==> config.mk <==
export PLATFORM = sky130hd
export DESIGN_NAME = instr_realign_stage
export DESIGN_NICKNAME = d
export VERILOG_FILES = /design/src/rtl/instr_realign_stage.sv
export SDC_FILE = /design/constraint.sdc
export NUM_CORES = 1
export LEC_CHECK = 0
export CORE_MARGIN = 1
export CORE_UTILIZATION = 25
export CTS_CLUSTER_SIZE = 24
export DETAILED_ROUTE_END_ITERATION = 7
export PLACE_DENSITY_LB_ADDON = 0.12
export SLEW_MARGIN = 20
export SYNTH_ARGS = -nofsm -noshare
export SYNTH_HDL_FRONTEND = slang
export SYNTH_SLANG_ARGS = --single-unit
export TNS_END_PERCENT = 20
==> constraint.sdc <==
create_clock -name clk_i -period 1.9 [get_ports clk_i]
set_input_delay 0.19 -clock clk_i [delete_from_list [all_inputs] [get_ports clk_i]]
set_output_delay 0.19 -clock clk_i [all_outputs]
set_load 0.02 [all_outputs]
==> src/rtl/instr_realign_stage.sv <==
// Realigns 32-bit fetch words into 16/32-bit RISC-V instructions through a registered output slot.
// Macro RVC_REALIGN_EN enables compressed-instruction realignment; undefined = pass-through.
module instr_realign_stage #(
  parameter int unsigned XLEN = 64
) (
  input  logic            clk_i,
  input  logic            rst_ni,
  input  logic            flush_i,
  input  logic            fetch_valid_i,
  output logic            fetch_ready_o,
  input  logic [XLEN-1:0] fetch_addr_i,
  input  logic [31:0]     fetch_data_i,
  output logic            instr_valid_o,
  input  logic            instr_ready_i,
  output logic [31:0]     instr_o,
  output logic [XLEN-1:0] instr_addr_o,
  output logic            instr_is_compressed_o
);

  logic            valid_q, valid_d;
  logic [31:0]     instr_q, instr_d;
  logic [XLEN-1:0] addr_q, addr_d;
  logic            is_c_q, is_c_d;

  logic            slot_free;
  logic            accept;
  logic            emit;
  logic [31:0]     emit_instr;
  logic [XLEN-1:0] emit_addr;
  logic            emit_c;

  assign slot_free = !valid_q || instr_ready_i;
  assign accept    = fetch_valid_i && fetch_ready_o;

`ifdef RVC_REALIGN_EN
  typedef enum logic [1:0] {StIdle, StHalf, StPendC} state_e;

  state_e          state_q, state_d;
  logic [15:0]     held_q, held_d;
  logic [XLEN-1:0] held_addr_q, held_addr_d;

  logic [15:0]     lo_half, hi_half;
  logic [XLEN-1:0] upper_addr;

  function automatic logic is_compressed(input logic [15:0] h);
    return h[1:0] != 2'b11;
  endfunction

  assign lo_half    = fetch_data_i[15:0];
  assign hi_half    = fetch_data_i[31:16];
  assign upper_addr = {fetch_addr_i[XLEN-1:2], 2'b00} + XLEN'(2);

  assign fetch_ready_o = slot_free && (state_q != StPendC) && !flush_i;

  always_ff @(posedge clk_i or negedge rst_ni) begin
    if (!rst_ni) begin
      state_q     <= StIdle;
      held_q      <= '0;
      held_addr_q <= '0;
    end else begin
      state_q     <= state_d;
      held_q      <= held_d;
      held_addr_q <= held_addr_d;
    end
  end

  always_comb begin
    state_d     = state_q;
    held_d      = held_q;
    held_addr_d = held_addr_q;
    emit        = 1'b0;
    emit_instr  = '0;
    emit_addr   = '0;
    emit_c      = 1'b0;
    if (flush_i) begin
      state_d = StIdle;
    end else if (state_q == StPendC) begin
      if (slot_free) begin
        emit       = 1'b1;
        emit_instr = {16'h0000, held_q};
        emit_addr  = held_addr_q;
        emit_c     = 1'b1;
        state_d    = StIdle;
      end
    end else if (accept) begin
      unique case (state_q)
        StIdle: begin
          if (!fetch_addr_i[1]) begin
            emit      = 1'b1;
            emit_addr = fetch_addr_i;
            if (is_compressed(lo_half)) begin
              emit_instr  = {16'h0000, lo_half};
              emit_c      = 1'b1;
              held_d      = hi_half;
              held_addr_d = upper_addr;
              state_d     = is_compressed(hi_half) ? StPendC : StHalf;
            end else begin
              emit_instr = fetch_data_i;
            end
          end else if (is_compressed(hi_half)) begin
            emit       = 1'b1;
            emit_instr = {16'h0000, hi_half};
            emit_addr  = fetch_addr_i;
            emit_c     = 1'b1;
          end else begin
            held_d      = hi_half;
            held_addr_d = fetch_addr_i;
            state_d     = StHalf;
          end
        end
        StHalf: begin
          emit        = 1'b1;
          emit_instr  = {lo_half, held_q};
          emit_addr   = held_addr_q;
          held_d      = hi_half;
          held_addr_d = upper_addr;
          state_d     = is_compressed(hi_half) ? StPendC : StHalf;
        end
        default: ;
      endcase
    end
  end
`else
  assign fetch_ready_o = slot_free && !flush_i;

  always_comb begin
    emit       = accept && !flush_i;
    emit_instr = fetch_data_i;
    emit_addr  = fetch_addr_i;
    emit_c     = 1'b0;
  end
`endif

  // A consumed slot empties unless refilled the same cycle; flush always empties it.
  always_comb begin
    valid_d = valid_q && !instr_ready_i;
    instr_d = instr_q;
    addr_d  = addr_q;
    is_c_d  = is_c_q;
    if (flush_i) begin
      valid_d = 1'b0;
    end else if (emit) begin
      valid_d = 1'b1;
      instr_d = emit_instr;
      addr_d  = emit_addr;
      is_c_d  = emit_c;
    end
  end

  always_ff @(posedge clk_i or negedge rst_ni) begin
    if (!rst_ni) begin
      valid_q <= 1'b0;
      instr_q <= '0;
      addr_q  <= '0;
      is_c_q  <= 1'b0;
    end else begin
      valid_q <= valid_d;
      instr_q <= instr_d;
      addr_q  <= addr_d;
      is_c_q  <= is_c_d;
    end
  end

  assign instr_valid_o         = valid_q;
  assign instr_o               = instr_q;
  assign instr_addr_o          = addr_q;
  assign instr_is_compressed_o = is_c_q;

endmodule
# Word-level counts from Yosys, hierarchy flattened

Index checks and enable logic that the tools add are counted.

Bits in registers: 97
Bits of input ports: 101
Output and inout bits: 99
Word-level logic and storage cells: 15

Muxes and demuxes: 2
Bitwise gates (word level): 1
Reductions and logical operators: 9

Operator list:

| operator            | number |
|---|---|
| logical AND 1 bit   | 4 |
| logical NOT 1 bit   | 3 |
| two-way mux 1 bit   | 2 |
| AND reduction 2 bit | 1 |
| logical OR 1 bit    | 1 |
| NOT 1 bit           | 1 |

# Logic depth before layout (Yosys ltp)

Depth in word-level cells: 7
Mapped depth: 5
Mapped depth without buffers: 3

# Least setup slack after synthesis

OpenSTA, ideal clock, no wires.

Path type: reg-to-reg
Start: register valid_q (netlist: instr_valid_o)
End: register addr_q[42] (netlist: instr_addr_o[42])
Arrival time: 1.521 ns
Required time: 1.773 ns
Slack: 0.251 ns
Cell stages (with the launch flop): 6
Clock period less this slack: 1.649 ns
Cell sequence: dfrtp_1 -> nor2b_2 -> nor3b_4 -> buf_4 -> buf_6 -> mux2_1

Cells in the longest elaborated chain, start to end: 6

RTL lines:

| what                                 | RTL line | RTL |
|---|---|---|
| from (decl)                          | 20       | `logic valid_q, valid_d;` |
| from (signal assigned)               | 157      | `valid_q <= valid_d;` |
| logical NOT 1 bit                    | 32       | `assign slot_free = !valid_q \|\| instr_ready_i;` |
| logical OR 1 bit                     | 32       |  |
| logical AND 1 bit                    | 124      | `assign fetch_ready_o = slot_free && !flush_i;` |
| logical AND 1 bit                    | 33       | `assign accept = fetch_valid_i && fetch_ready_o;` |
| logical AND 1 bit                    | 127      | `emit = accept && !flush_i;` |
| AND reduction 2 bit (no source line) | --       |  |
| to (signal assigned)                 | 159      | `addr_q <= addr_d;` |
| to (decl)                            | 22       | `logic [XLEN-1:0] addr_q, addr_d;` |

Every way passes these cells.
A chain may end at the register's enable or synchronous reset.

# Worst setup path in the final report

Start: register valid_q (netlist: instr_valid_o)
End: output port fetch_ready_o

Cells in the longest elaborated chain, start to end: 3

RTL lines:

| what              | RTL line | RTL |
|---|---|---|
| logical NOT 1 bit | 32       |  |
| logical OR 1 bit  | 32       |  |
| logical AND 1 bit | 124      |  |
| to (decl)         | 10       | `output logic fetch_ready_o,` |

Every way passes these cells.

==> metrics.txt <==
Clock Sinks 97; number of global-route vias before repair 2642; CTS tree built; Max Freq 562 MHz; Worst R2R Start instr_valid_o; status complete, no violations; startpoint types register; Synth top cells by count dfrtp_1 (97), mux2_2 (56), mux2_1 (40), buf_2 (5), buf_6 (4); placer congestion estimate 0.674; Gate Count Post-Synth 210; initial antenna violation count 0; Die X 123 um; Yosys reg bits 97; layout cells sized above 1 20.2%; r2r endpoint instr_addr_o[10]; Port-buffer cells 198; required time worst endpoint 1.71 ns; setup TNS 0 ns; Async S/R FF share, synth between 90% and 100%; Hold Fails Final Rpt 0; fillers 1298; worst-skew pair later-pin latency between 0.3 and 0.4 ns; Post-Place Worst Slack around 0.088 ns; initial drt markers 54; gr ovfl total 0; Post-Syn Area 0.00364 mm2; min Tclk post-route 1.78 ns; Seq pwr share 42.0%; CTS clk-pin slew, worst paths 0.06 ns; Hold WC Path Type primary input to asynchronous set/reset pin; Setup Fix Bufs, Post-CTS 0; Die Y about 120 um; ant diodes 0; WS Path Type register to output pin; root buf cell clkbuf_16; DR vias/cell roughly 4.1; Final Skew 0.00321 ns; clock share of power between 20% and 30%; hpwl dp 6.56 mm; pin count of the biggest net entering global routing slightly below 50; top cell type's share of synthesized area 66.8%; Rows 43; I/O pin total 200; maxcap violations 0; Post-Syn Area per Cell 17.3 um2; most common cell in the netlist dfrtp_1; Initial Util 25.9%; setup repair after global routing missed its margin no; core footprint 0.0140 mm2; Via Count 2505; CP max stage delay roughly 0.6 ns; cell taking the most area after synthesis dfrtp_1; P per Cell Area 988 mW/mm2; Post-DRT Antenna Nets 0; final WL 8.82 mm; Num CTS Buffers 9; EDFF count, synth 0; CP max FO 3; CTS max path bufs 2; number of nets in the layout 522; CTS H-tree depth 3; Syn Nets 311; total die area 0.0150 mm2; Critical path origin instr_valid_o; WP data arrival 1.59 ns; PnR worst setup slack 0.122 ns; Syn-to-layout area delta 71.2%; first-pass GRT wire length 13.6 mm; Max IR drop VDD 0.431 mV; GRT Overall Usage 12.1%; Sw Ratio 27.6%; predominant post-synthesis flop cell dfrtp_1; Post-DP Area a little under 0.006 mm2; Power Total 6.15 mW; Synth cell types 10; Final setup viols 0; post-layout instance area slightly above 0.006 mm2; Final period util 93.6%; final core occ 44.3%; combinational share of power 30.4%; Static Leak 2.54 nW; ranking of synthesized cells by area dfrtp_1 (67%), mux2_2 (17%), mux2_1 (12%); Pre-antenna DRT Iters 2; CP endpoint kind output pin; Reg2Reg Depth 5; max-slew violation count 0; YS warnings 0; register area share after synthesis 66.8%; drc violations 0; slowest CP cell clkdlybuf4s50_1; FF+latch area 0.00243 mm2; DR WL/cell approximately 15 um; Multi-input gate area 0.00112 mm2; r2r setup slk around 0.28 ns; switching power 1.70 mW; worst-path cell chain nor2b_2 > nor2_1 > clkdlybuf4s50_1; internal power 4.45 mW
sequential cells by signal, summed over array words and instances (netlist names):
signal and count:
instr_o 32, instr_valid_o 1, instr_addr_o 64
timing repair:
action,in CTS,in global routing
gates resized for setup,0,0
hold endpoints to repair,26,0
hold buffers,1,0
how the worst max path moves through the flow:
| stage | endpoint |
|---|---|
| final | fetch_ready_o |
| after global routing | fetch_ready_o |
| after CTS | fetch_ready_o |
| after detailed placement | instr_addr_o[3] |
| after global placement | instr_addr_o[37] |
| after floorplan | instr_addr_o[42] |
cell families (layout without fill, tap and decap cells):
kind of cell,Yosys count,count (layout),synth area share [%]
DFF,97,97,66.8
muxes,96,96,29.7
buffers and inverters,11,226,2.34
and+or+nand+nor,5,5,1.07
other,1,1,0.103
power by group through the flow:
stage	logic [mW]	registers, mW	clock network (mW)
after floorplan	0.357	3.06	0
after global placement	1.88	2.61	0
after detailed placement	1.89	2.62	0
after CTS	1.90	2.59	1.79
after global routing	1.99	2.63	1.87
final	1.87	2.58	1.69
through the flow:
step / hold slack, ns / instances
floorplan: -0.106 / 210
global placement: 0.147 / 589
detailed placement: 0.141 / 589
CTS: 0.314 / 605
global route: 0.355 / 605
finish: 0.320 / 605
critical path: cells and delay by family, from the launching register on:
family | cells | cell delay (ns)
AND/OR/NAND/NOR | 2 | 0.27
buffers and inverters | 1 | 0.60
flip-flops | 1 | 0.38
per-layer routing:
metal / share of wire, % / routed length (um) / global-route usage [%] / up-vias
met2: 43 / 3840 / 17.6 / 126
met1: 43 / 3780 / 15.1 / 1208
met4: 1.6 / 140 / 5.95 / 0
met3: 12 / 1070 / 5.72 / 10
met5: 0 / 0 / 0 / -
li1: - / - / - / 1161
placed cells by master (no fill, tap or decap):
cell type / count
mux2_2: 56
clkbuf_8: 3
clkdlybuf4s50_1: 197
nor2_1: 3
buf_4: 6
nor3b_4: 1
clkinv_2: 3
mux2_1: 40
conb_1: 1
dlygate4sd3_1: 1
dfrtp_1: 97
clkbuf_16: 9
buf_12: 7
nor2b_2: 1
layout make-up:
cell class	instances	share of cell area (%)
Sequential cell	97	39.0
Timing Repair Buffer	211	34.8
Multi-Input combinational cell	102	18.1
Clock buffer	12	4.28
Tap cell	180	3.62
Clock inverter	3	0.241
(Power assumes the default switching activity.)
